--- src/rtl/pkt_defs.sv ---
// Shared packet-bridge definitions.
// Holds the per-byte / per-word packet codes used by every block on the
// packet path, the distributor state type, and small helper functions.
package pkt_defs;

    // Packet codes, shared by word-level and byte-level interfaces.
    typedef enum logic [1:0] {
        PCC_DATA   = 2'b00,
        PCC_SOP    = 2'b01,
        PCC_EOP    = 2'b10,
        PCC_BADEOP = 2'b11
    } pcc_t;

    // Distributor control state.
    typedef enum logic [1:0] {
        ST_IDLE = 2'b00,
        ST_PKT  = 2'b01,
        ST_DROP = 2'b10
    } dist_state_t;

    // EOP and BADEOP both terminate a packet; they share code bit 1.
    function automatic logic pcc_is_end(input logic [1:0] code);
        return code[1];
    endfunction

    // Saturating 8-bit increment.
    function automatic logic [7:0] sat_inc8(input logic [7:0] v, input logic inc);
        if (inc && (v != 8'hFF)) begin
            return v + 8'd1;
        end
        return v;
    endfunction

endpackage

--- src/rtl/pkt_distributor_nport_serializer.sv ---
// pkt_word_serializer
// Holds one accepted packet word and walks it out one byte per transfer,
// byte 0 first, producing the per-byte packet code.
// Ports:
//   clk, reset      clock, synchronous active-high reset
//   load_i          capture word_*_i into the hold register (starts at byte 0)
//   word_data_i     WORDS bytes, byte 0 in [7:0]
//   word_code_i     word packet code
//   word_cnt_i      valid bytes minus 1 (used on EOP/BADEOP words only)
//   xfer_i          current byte is consumed this cycle
//   valid_o         hold register contains a word
//   last_o          current byte is the last one of the held word
//   byte_data_o     current byte
//   byte_code_o     code for the current byte
//   held_code_o     code of the held word
module pkt_word_serializer
    import pkt_defs::*;
#(
    parameter int WORDS = 4,
    parameter int CW    = $clog2(WORDS)
) (
    input  logic               clk,
    input  logic               reset,
    input  logic               load_i,
    input  logic [WORDS*8-1:0] word_data_i,
    input  logic [1:0]         word_code_i,
    input  logic [CW-1:0]      word_cnt_i,
    input  logic               xfer_i,
    output logic               valid_o,
    output logic               last_o,
    output logic [7:0]         byte_data_o,
    output logic [1:0]         byte_code_o,
    output logic [1:0]         held_code_o
);

    logic [WORDS-1:0][7:0] data_q;
    logic [1:0]            code_q;
    logic [CW-1:0]         cnt_q;
    logic [CW-1:0]         idx_q, idx_d;
    logic                  valid_q, valid_d;
    logic [CW-1:0]         last_idx;

    // Short words end at cnt; the clamp keeps a stray cnt inside the word
    // when WORDS is not a power of two.
    always_comb begin
        last_idx = CW'(WORDS - 1);
        if (pcc_is_end(code_q) && (cnt_q < CW'(WORDS - 1))) begin
            last_idx = cnt_q;
        end
    end

    assign last_o      = (idx_q == last_idx);
    assign valid_o     = valid_q;
    assign byte_data_o = data_q[idx_q];
    assign held_code_o = code_q;

    always_comb begin
        byte_code_o = PCC_DATA;
        if ((idx_q == '0) && (code_q == PCC_SOP)) begin
            byte_code_o = PCC_SOP;
        end else if (last_o && pcc_is_end(code_q)) begin
            byte_code_o = code_q;
        end
    end

    // A load wins over the finishing transfer: that is how the next word
    // follows the last byte of the previous one without a bubble.
    always_comb begin
        valid_d = valid_q;
        idx_d   = idx_q;
        if (load_i) begin
            valid_d = 1'b1;
            idx_d   = '0;
        end else if (xfer_i) begin
            if (last_o) begin
                valid_d = 1'b0;
            end else begin
                idx_d = idx_q + 1'b1;
            end
        end
    end

    always_ff @(posedge clk) begin
        if (reset) begin
            valid_q <= 1'b0;
            idx_q   <= '0;
        end else begin
            valid_q <= valid_d;
            idx_q   <= idx_d;
        end
    end

    // Payload fields carry no reset; they are qualified by valid_q.
    always_ff @(posedge clk) begin
        if (load_i) begin
            data_q <= word_data_i;
            code_q <= word_code_i;
            cnt_q  <= word_cnt_i;
        end
    end

endmodule

--- src/rtl/pkt_distributor_nport.sv ---
// pkt_distributor_nport
// Takes packet-FIFO words (WORDS bytes each) and serialises them into a byte
// stream steered to one of NPORTS channels, selected by the destination on
// the SOP word. Malformed or misaddressed traffic is consumed and counted.
// Ports:
//   clk, reset          clock, synchronous active-high reset
//   ptx_srdy/ptx_drdy   input word handshake
//   ptx_data            word payload, byte 0 in [7:0] sent first
//   ptx_code            word code (DATA/SOP/EOP/BADEOP)
//   ptx_cnt             valid bytes minus 1 on EOP/BADEOP words
//   ptx_dest            destination channel, sampled on SOP words
//   p_srdy/p_drdy       per-channel byte handshake (p_srdy one-hot)
//   p_code, p_data      byte code and byte, shared across channels
//   err_cnt             saturating protocol-error count
module pkt_distributor_nport
    import pkt_defs::*;
#(
    parameter int WORDS  = 4,
    parameter int NPORTS = 4,
    parameter int CW     = $clog2(WORDS),
    parameter int DW     = $clog2(NPORTS)
) (
    input  logic               clk,
    input  logic               reset,
    input  logic               ptx_srdy,
    output logic               ptx_drdy,
    input  logic [WORDS*8-1:0] ptx_data,
    input  logic [1:0]         ptx_code,
    input  logic [CW-1:0]      ptx_cnt,
    input  logic [DW-1:0]      ptx_dest,
    output logic [NPORTS-1:0]  p_srdy,
    input  logic [NPORTS-1:0]  p_drdy,
    output logic [1:0]         p_code,
    output logic [7:0]         p_data,
    output logic [7:0]         err_cnt
);

    dist_state_t       state_q, state_d, eff_state;
    logic [DW-1:0]     dest_q, dest_d;
    logic [7:0]        err_q, err_d;
    logic              err_inc;
    logic              load;

    logic              ser_valid, ser_last;
    logic [7:0]        ser_byte;
    logic [1:0]        ser_bcode, ser_hcode;

    logic              sending, xfer, last_xfer, pkt_end, acc, dest_ok;
    logic [NPORTS-1:0] dest_onehot;

    pkt_word_serializer #(
        .WORDS (WORDS),
        .CW    (CW)
    ) u_ser (
        .clk         (clk),
        .reset       (reset),
        .load_i      (load),
        .word_data_i (ptx_data),
        .word_code_i (ptx_code),
        .word_cnt_i  (ptx_cnt),
        .xfer_i      (xfer),
        .valid_o     (ser_valid),
        .last_o      (ser_last),
        .byte_data_o (ser_byte),
        .byte_code_o (ser_bcode),
        .held_code_o (ser_hcode)
    );

    always_comb begin
        dest_onehot         = '0;
        dest_onehot[dest_q] = 1'b1;
    end

    assign sending   = ser_valid && (state_q == ST_PKT);
    assign xfer      = sending && p_drdy[dest_q];
    assign last_xfer = xfer && ser_last;
    assign ptx_drdy  = !ser_valid || last_xfer;
    assign acc       = ptx_srdy && ptx_drdy;

    // The packet closes in the same cycle its final byte leaves, so a word
    // arriving in that cycle is judged as if the block were already idle.
    assign pkt_end   = last_xfer && pcc_is_end(ser_hcode);
    assign eff_state = pkt_end ? ST_IDLE : state_q;

    assign dest_ok   = ({1'b0, ptx_dest} < (DW + 1)'(NPORTS));

    assign p_srdy    = sending ? dest_onehot : '0;
    assign p_data    = sending ? ser_byte : 8'h00;
    assign p_code    = sending ? ser_bcode : 2'b00;
    assign err_cnt   = err_q;

    // Next-state decode; only accepted words move the FSM, apart from the
    // packet close above. Dropped words never reach the hold register.
    always_comb begin
        state_d = eff_state;
        dest_d  = dest_q;
        load    = 1'b0;
        err_inc = 1'b0;
        if (acc) begin
            if (ptx_code == PCC_SOP) begin
                // An SOP inside a packet truncates it.
                if (eff_state == ST_PKT) begin
                    err_inc = 1'b1;
                end
                if (dest_ok) begin
                    state_d = ST_PKT;
                    dest_d  = ptx_dest;
                    load    = 1'b1;
                end else begin
                    state_d = ST_DROP;
                    err_inc = 1'b1;
                end
            end else begin
                case (eff_state)
                    ST_PKT: begin
                        load = 1'b1;
                    end
                    ST_DROP: begin
                        if (pcc_is_end(ptx_code)) begin
                            state_d = ST_IDLE;
                        end
                    end
                    default: begin
                        err_inc = 1'b1;
                    end
                endcase
            end
        end
    end

    assign err_d = sat_inc8(err_q, err_inc);

    always_ff @(posedge clk) begin
        if (reset) begin
            state_q <= ST_IDLE;
            dest_q  <= '0;
            err_q   <= 8'h00;
        end else begin
            state_q <= state_d;
            dest_q  <= dest_d;
            err_q   <= err_d;
        end
    end

endmodule
--- config.mk ---
export PLATFORM = sky130hd
export DESIGN_NAME = pkt_distributor_nport
export DESIGN_NICKNAME = d
export VERILOG_FILES = /design/src/rtl/pkt_defs.sv /design/src/rtl/pkt_distributor_nport_serializer.sv /design/src/rtl/pkt_distributor_nport.sv
export SDC_FILE = /design/constraint.sdc
export NUM_CORES = 1
export LEC_CHECK = 0
export BUFFER_PORTS_ARGS = -buffer_cell sky130_fd_sc_hd__buf_2
export CELL_PAD_IN_SITES_DETAIL_PLACEMENT = 0
export CELL_PAD_IN_SITES_GLOBAL_PLACEMENT = 1
export CORE_MARGIN = 1
export CORE_UTILIZATION = 40
export DETAILED_ROUTE_END_ITERATION = 7
export PLACE_DENSITY = 0.88
export SETUP_SLACK_MARGIN = 0.3
export SLEW_MARGIN = 5
export SYNTH_ARGS = -nofsm -noshare
export SYNTH_HDL_FRONTEND = slang
export SYNTH_SLANG_ARGS = --single-unit
--- constraint.sdc ---
create_clock -name clk -period 7.1 [get_ports clk]
set_clock_uncertainty 0.2 [all_clocks]
set_input_delay 0.71 -clock clk [delete_from_list [all_inputs] [get_ports clk]]
set_output_delay 0.71 -clock clk [all_outputs]
set_load 0.05 [all_outputs]
==> results.py <==
metrics = {
    "finish": {
        "drive_gt1_share_pct": 40.4,
        "fin_util_pct": 50.4,
        "fin_nets": 283,
        "multiInputGateArea_sq_um": 896,
        "final_cell_mix": "67 x buf_2, 36 x edfxtp_1, 15 x dfxtp_1",
        "final-seq-area_sq_um": 1380,
        "mostFrequentLayoutCell": "buf_2",
        "final_cells": 307,
        "antennaDiodeCount": 0,
        "syn2layout_area_growth_pct": 20.5,
        "num-fill-cells": 510,
    },
    "placed_design": {
        "placedCellCount": 299,
        "gp_congestion": 0.735,
        "numPortBuffers": 67,
        "post-dp-hpwl_microns": 3330,
    },
    "worst_setup_path": {
        "max_stage_delay_ps": 830,
        "reg2reg_slack_ps": 3420,
        "crit_slowest_cell": "nor2_4",
        "critPathMaxFanout": 38,
        "path_cells": "nor4bb_1 > a22o_1 > o21ai_0 > o21ai_0 > inv_1 > ha_1 > o21ai_0 > nor2_4",
        "crit_type": "reg2reg",
        "r2r_start": "u_ser.idx_q[0]",
        "rr_worst_depth": 8,
        "crit_arrival_ps": 3420,
        "crit_required_ps": 6840,
        "worst_setup_path_end_kind": "register",
        "critPathLaunchType": "register",
        "crit_top_cell": "o21ai_0",
        "r2r_end": "u_ser.cnt_q[1]",
    },
    "pwr": {
        "power_density_nw_per_um2": 201,
        "peakVddDrop_mv": 0.0873,
        "p_total_uw": 566,
        "leakagePower_uw": 0.00110,
    },
    "clocking": {
        "root_buffer": "clkbuf_8",
        "ctsResizeCount": 0,
        "cts_buffer_depth": 2,
        "post-cts-setup-buffers": 0,
        "clk_latency_ps": 300,
        "cts.sinks": 51,
        "cts_made_buffers": 5,
        "cts_tree": "yes",
        "clk_pin_slew_worst_paths_ps": 90,
        "cts_hold_buf": 0,
        "htree_levels": 2,
    },
    "drt": {
        "drc": 0,
        "drt-total-wl_microns": 4610,
        "first_pass_iters": 4,
        "drt_iter0_markers": 40,
        "final_antenna_net_count": 0,
        "via_count": 1574,
        "wl_per_cell_microns": 15.0,
        "vias_per_cell": 5.13,
    },
    "floorplan": {
        "die_x_microns": 78.4,
        "core-area_sq_um": 5570,
        "die_h_microns": 78.4,
        "design.die.area_sq_um": 6140,
        "row_count": 27,
        "initial_utilization_pct": 41.8,
        "io_pins": 68,
    },
    "synth": {
        "synth_nets": 218,
        "synth-seq-area-share_pct": 59.2,
        "ys.flop_type": "edfxtp_1",
        "netlist_instances": 169,
        "avgSynthCellArea_sq_um": 13.8,
        "syn_area_sq_um": 2330,
        "synth_edf_count": 36,
        "ys_warn_count": 0,
        "synth-seq-cells": 51,
        "synthDistinctLibCells": 42,
        "async_reset_ff_share_pct": 0,
    },
    "min_path": {
        "min_path_cells": 2,
        "min_delay_worst_endpoint": "err_cnt[6]",
        "holdCritPathClass": "reg2reg",
        "hold_start": "err_cnt[6]",
    },
    "timing": {
        "fin_crit_sh_pct": 51.9,
        "tns_ps": 0,
        "finalCriticalPeriod_ps": 3680,
        "drv_slew": 0,
        "fmax_ghz": 0.272,
        "finalHoldViolCount": 0,
        "slew_headroom_pct": 30.9,
        "rsz0062_at_grt": "no",
        "final-setup-viol-count": 0,
        "worst-slew-pin-transition_ps": 1030,
    },
    "global_routing": {
        "grt_use_total_pct": 16.5,
        "grt_pass1_wl_microns": 7710,
        "grt_pass1_vias": 1640,
        "overflow": 0,
        "grt_antenna_before_repair": 0,
        "grt_max_degree": 39,
    },
    "run": {
        "drv_cap": 0,
    },
    "run_status": {
        "outcome": "complete, no violations",
    },
}
[report_power, final]
part	internal, uW	switching (uW)	total (uW)	leakage, uW
sequential	331	5.36	336	0.000450
clock	70.9	97.8	169	0.0000418
combinational	22.6	38.3	60.9	0.000609
[synthesized netlist by cell type (2+ instances only)]
library cell	count	area, sq um
edfxtp_1	36	1080
dfxtp_1	15	300
nor2_1	10	37.5
and2_1	9	56.3
mux4_2	9	203
nand2_1	7	26.3
a21oi_1	6	30.0
clkbuf_1	5	18.8
inv_1	5	18.8
mux2i_1	5	50.1
o21ai_0	5	25.0
ha_1	4	50.1
nor2b_1	4	25.0
nor3_1	4	20.0
o31ai_1	4	30.0
or4_1	4	30.0
mux2_4	3	45.0
nand2b_1	3	18.8
nand3_1	3	15.0
and3_1	2	12.5
buf_2	2	10.0
nand4_1	2	12.5
nor3b_1	2	15.0
xnor2_1	2	17.5
[cells by family (layout without fill, tap and decap cells)]
| family | after synthesis | after routing | share of synthesized area, % |
|---|---|---|---|
| compound gates | 24 | 24 | 7.19 |
| mux | 17 | 17 | 12.8 |
| buf+inv | 14 | 80 | 2.68 |
| xor+xnor | 2 | 2 | 0.751 |
| fa+ha+maj | 4 | 4 | 2.15 |
| flops | 51 | 51 | 59.2 |
| simple gates | 57 | 57 | 15.2 |
[cell type report]
class / instances / share of cell area, %
Tap cell: 72 / 3.21
Timing Repair Buffer: 67 / 11.9
Multi-Input combinational cell: 104 / 31.9
Clock buffer: 6 / 2.58
Inverter: 5 / 0.668
Clock inverter: 2 / 0.579
Sequential cell: 51 / 49.2
[how the worst max path moves through the flow]
stage	start	to	slack (ps)	cells after the start
2_1_floorplan	p_drdy[3]	u_ser.cnt_q[0]	3150	7
3_3_place_gp	u_ser.idx_q[0]	u_ser.data_q[17]	3560	8
3_5_place_dp	u_ser.idx_q[0]	u_ser.data_q[9]	3390	8
4_1_cts	u_ser.idx_q[0]	u_ser.data_q[28]	3380	8
5_1_grt	u_ser.idx_q[0]	u_ser.data_q[28]	3080	8
6_report	u_ser.idx_q[0]	u_ser.cnt_q[1]	3420	8
[per-stage QoR]
step	hold WS [ps]	instance area (sq um)	setup WS (ps)
global route	342	2810	3080
detailed placement	288	2720	3390
global placement	284	2720	3560
CTS	303	2810	3380
finish	303	2810	3420
floorplan	272	2330	3150
[sequential cells by signal, indices dropped and copies added (netlist names)]
name	cells
u_ser.held_code_o	2
u_ser.idx_q	2
state_q	2
u_ser.valid_o	1
u_ser.data_q	32
err_cnt	8
u_ser.cnt_q	2
dest_q	2
[worst max-delay path, delay by kind of cell (launching register included)]
| family | cells | cell delay [ps] |
|---|---|---|
| AND/OR/NAND/NOR | 2 | 970 |
| AO/OA/AOI/OAI | 4 | 1060 |
| flip-flops | 1 | 790 |
| adder cells (fa/ha/maj) | 1 | 170 |
| buffers and inverters | 1 | 90 |
[routing by layer]
metal  global-route usage (%)  wire length, microns
met1                     19.8                  2000
met2                     28.7                  2360
met3                     3.37                   152
met4                     6.67                    85
met5                        0                     0
(Power assumes the default switching activity.)
